--- config.mk ---
export PLATFORM = sky130hd
export DESIGN_NAME = counter_reader
export DESIGN_NICKNAME = d
export VERILOG_FILES = /design/src/rtl/counter_reader.sv
export SDC_FILE = /design/constraint.sdc
export NUM_CORES = 1
export LEC_CHECK = 0
export CORE_MARGIN = 1.5
export CORE_UTILIZATION = 44
export DETAILED_ROUTE_END_ITERATION = 16
export GPL_ROUTABILITY_DRIVEN = 1
export MAX_ROUTING_LAYER = met4
export PLACE_DENSITY = 0.81
export SLEW_MARGIN = 20
export SYNTH_ARGS = -nofsm -noshare
export SYNTH_HDL_FRONTEND = slang
export SYNTH_SLANG_ARGS = --single-unit
--- constraint.sdc ---
create_clock -name clk -period 2.5 [get_ports clk]
set_input_delay 0.5 -clock clk [delete_from_list [all_inputs] [get_ports clk]]
set_output_delay 0.5 -clock clk [all_outputs]
set_load 0.03 [all_outputs]
--- src/rtl/counter_reader.sv ---
// Byte-serial reader: snapshots one of two 64-bit counters and streams it out a byte at a time over a valid/ready handshake.
// Optional trailing XOR checksum byte when COUNTER_READER_CHECKSUM_EN is defined.
module counter_reader #(
  parameter bit MSB_FIRST = 1'b0
) (
  input  logic        clk,
  input  logic        reset,
  input  logic        req,
  input  logic        slt,
  input  logic [63:0] in0,
  input  logic [63:0] in1,
  output logic [7:0]  dout,
  output logic        valid,
  input  logic        ready,
  output logic        busy,
  output logic        done
);

`ifdef COUNTER_READER_CHECKSUM_EN
  typedef enum logic [1:0] {IDLE = 2'd0, SEND = 2'd1, CSUM = 2'd2, DONE = 2'd3} state_t;
`else
  typedef enum logic [1:0] {IDLE = 2'd0, SEND = 2'd1, DONE = 2'd3} state_t;
`endif

  state_t      state, state_nx;
  logic [63:0] snap;
  logic [2:0]  idx;
  logic        load;
  logic        adv;
  logic [2:0]  byte_sel;
  logic [7:0]  data_byte;

  assign byte_sel  = MSB_FIRST ? (3'd7 - idx) : idx;
  assign data_byte = snap[{byte_sel, 3'b000} +: 8];

`ifdef COUNTER_READER_CHECKSUM_EN
  logic [7:0] csum;
  always_comb begin
    csum = 8'h00;
    for (int i = 0; i < 8; i++) csum = csum ^ snap[i*8 +: 8];
  end
`endif

  // NOTE: the snapshot register is reset along with the state so a stale counter value is never observable after reset.
  always_ff @(posedge clk or posedge reset) begin
    if (reset) begin
      state <= IDLE;
      snap  <= 64'h0;
      idx   <= 3'd0;
    end else begin
      // NOTE: sequential state uses non-blocking assignments so every register samples pre-edge values.
      state <= state_nx;
      if (load) begin
        snap <= slt ? in1 : in0;
        idx  <= 3'd0;
      end else if (adv) begin
        idx <= idx + 3'd1;
      end
    end
  end

  // NOTE: every output of this block is given a default first, so no path can infer a latch.
  always_comb begin
    state_nx = state;
    load     = 1'b0;
    adv      = 1'b0;
    dout     = 8'h00;
    valid    = 1'b0;
    busy     = 1'b1;
    done     = 1'b0;
    case (state)
      IDLE: begin
        busy = 1'b0;
        if (req) begin
          load     = 1'b1;
          state_nx = SEND;
        end
      end
      SEND: begin
        valid = 1'b1;
        dout  = data_byte;
        if (ready) begin
          if (idx == 3'd7) begin
`ifdef COUNTER_READER_CHECKSUM_EN
            state_nx = CSUM;
`else
            state_nx = DONE;
`endif
          end else begin
            adv = 1'b1;
          end
        end
      end
`ifdef COUNTER_READER_CHECKSUM_EN
      CSUM: begin
        valid = 1'b1;
        dout  = csum;
        if (ready) state_nx = DONE;
      end
`endif
      DONE: begin
        done     = 1'b1;
        state_nx = IDLE;
      end
      default: begin
        busy     = 1'b0;
        state_nx = IDLE;
      end
    endcase
  end

endmodule

==> out/qor.txt <==
outcome - finished, final reports clean
Final #Nets - 635
# hold bufs at CTS - 0
Area Growth Syn to Fin - 46.5%
distinct cell type count after synthesis - 17
Slew @ Worst Pin - 584 ps
Worst Reg-to-Reg Cells - 6
Hold Crit Class - input pin to async pin
crit-path leading delay family - simple AND/OR/NAND/NOR gates
grt ovf - 0
leading area contributor after synthesis - dfrtp_1
layout cell share with drive strength beyond 1 - 6.94%
vias in the first global route - 3,099
CP Buf/Inv Count - 1
Highest Clock Rate - 421 MHz
sequential area share after synthesis - 46.4%
initial antenna violation count - 0
Worst VDD drop - 0.651 mV
YS warnings - 0
Starting Density - 45.3%
Synth Area per Inst - 10.1 sq um
core area - 8220 sq um
Crit path arrival time - 1880 ps
routed wire length - 9.60 mm
Max stage delay on crit path - 510 ps
io pins - 144
end of the worst register-to-register path - byte_sel[2]
Die Y - 95.0 um
cts bufs inserted - 9
CTS max path bufs - 2
Global Route Usage Sum - 23.1%
post-layout min period - 2380 ps
Die Width - 95.0 um
critical path type - flip-flop to primary output
clock root buffer - clkbuf_8
die area - 9020 sq um
Final Max Slew Viols - 0
via count - 3,241
RSZ-0062 raised after global routing - false
most common cell after layout, fill and taps aside - clkdlybuf4s50_1
flops & latches, synth - 69
Avg Vias per Cell - 5.32
H-tree level count - 3
Skew-Pair Late Insertion Delay - 340 ps
post-synth top area share - 46.4%
Post-Synth Simple-Gate Area - 10.1%
final hold viol count - 0
critical path's slowest cell - nor2b_1
TritonCTS Sinks - 69
first-pass GRT wire length - 15.1 mm
diode count - 0
Crit path depth - 4
power density cells - 1080 nW/um^2
row cnt - 33
Final period util - 95.1%
final core utilization - 66.3%
drt pass-1 iters - 6
WL per Instance - 15.8 um
Worst setup EP type - primary output
ranking of synthesized cells by area - dfrtp_1, mux2i_1, a21oi_1
setup tns final - 0 ps
main combinational cell family by area after synthesis - multiplexers
Critical Path RT - 2000 ps
clock skew - 12.1 ps
Worst setup SP type - flip-flop
Post-Syn Nets - 502
synthesized instance count - 367
r2r startpoint - byte_sel[1]
Worst slew margin - 61.0%
largest net degree at the start of global routing - 78
1st-iter DRT viols - 207
remaining antenna violation count - 0
Post-DP HPWL - 7.52 mm
Post-Syn Area - 3720 sq um
most frequent cells in the layout - clkdlybuf4s50_1, mux2i_1, nor2_1
IO Port Bufs - 143
max-cap violation count - 0
adder-cell share of the synthesized area - 0.672%
Worst-path clk slew - 70 ps
compound-gate portion of the synthesized area - 11.8%
CTS tree - done
Max FO, Critical Path - 8
multiplexer share of the synthesized area - 26.4%
Final Setup Violations - 0
CP Cell Sequence - nor2b_1 -> a22oi_1 -> and3_1 -> buf_4
Pleak - 2.42 nW
routability cong. - 0.916
xor and xnor area share after synthesis - 0.235%
Remaining DRCs - 0
R2R setup slack - 580 ps
routing by layer:
metal / routed length, um / track usage, %
met2: 4840 / 37.6
met5: 0 / -
met3: 465 / 4.35
met4: 200 / 7.71
met1: 4090 / 28.9
through the flow:
stage	power, mW	hold slack (ps)	cells	worst slack (ps)	cell area [sq um]
after global placement	4.97	506	593	371	5270
final	5.89	523	609	123	5450
after CTS	5.87	532	608	75.0	5440
after detailed placement	5.07	517	593	329	5270
after floorplan	3.88	470	367	260	3720
after global routing	6.27	552	609	7.72	5450
logic make-up (layout without fill, tap and decap cells):
kind of cell             after synthesis  in the layout
adder cells (fa/ha/maj)                2              2
flip-flops                            69             69
buffers and inverters                 31            168
AO/OA/AOI/OAI                         80             80
AND/OR/NAND/NOR                       86             86
XOR/XNOR                               1              1
multiplexers                          98             98
layout make-up:
class | count | area (sq um)
clock buffers | 13 | 159
inverters | 1 | 3.75
fillers | 642 | 2770
multi-input cells | 267 | 1840
clock inverters | 2 | 10.0
repair buffers | 152 | 1580
flip-flops and latches | 69 | 1730
well taps | 105 | 131
state kept, by name (all words and copies together) (netlist names):
| name | cells |
|---|---|
| snap | 64 |
| byte_sel | 3 |
| state | 2 |
worst max-delay path by stage:
| stage | startpoint | to | slack (ps) |
|---|---|---|---|
| after floorplan | reset | byte_sel[0] | 260 |
| after global placement | byte_sel[1] | dout[6] | 370 |
| after detailed placement | byte_sel[1] | dout[6] | 330 |
| after CTS | byte_sel[1] | dout[6] | 70 |
| after global routing | byte_sel[2] | dout[1] | 8 |
| final | byte_sel[2] | dout[4] | 120 |
cells in the mapped netlist:
master	count
buf_1	2
buf_4	8
and4bb_2	1
a22oi_1	16
and2_1	2
nor2_1	70
xnor2_1	1
buf_2	14
mux2i_1	98
a21oi_1	64
ha_1	2
nor3b_2	1
inv_1	1
and3_1	9
nor2b_1	3
dfrtp_1	69
clkbuf_1	6
power by group:
group | switching, mW | internal, mW | total [mW] | leakage, nW
Clock | 0.377 | 0.406 | 0.783 | 0.0893
Sequential | 0.472 | 1.69 | 2.16 | 0.782
Combinational | 1.48 | 1.46 | 2.94 | 1.54
Total | 2.33 | 3.55 | 5.89 | 2.42
what timing repair did:
item | CTS | global route
setup buffers | 0 | 1
resized for setup | 1 | 0
endpoints found under the setup margin | 5 | 1
Power figures use the tool's default switching activity.
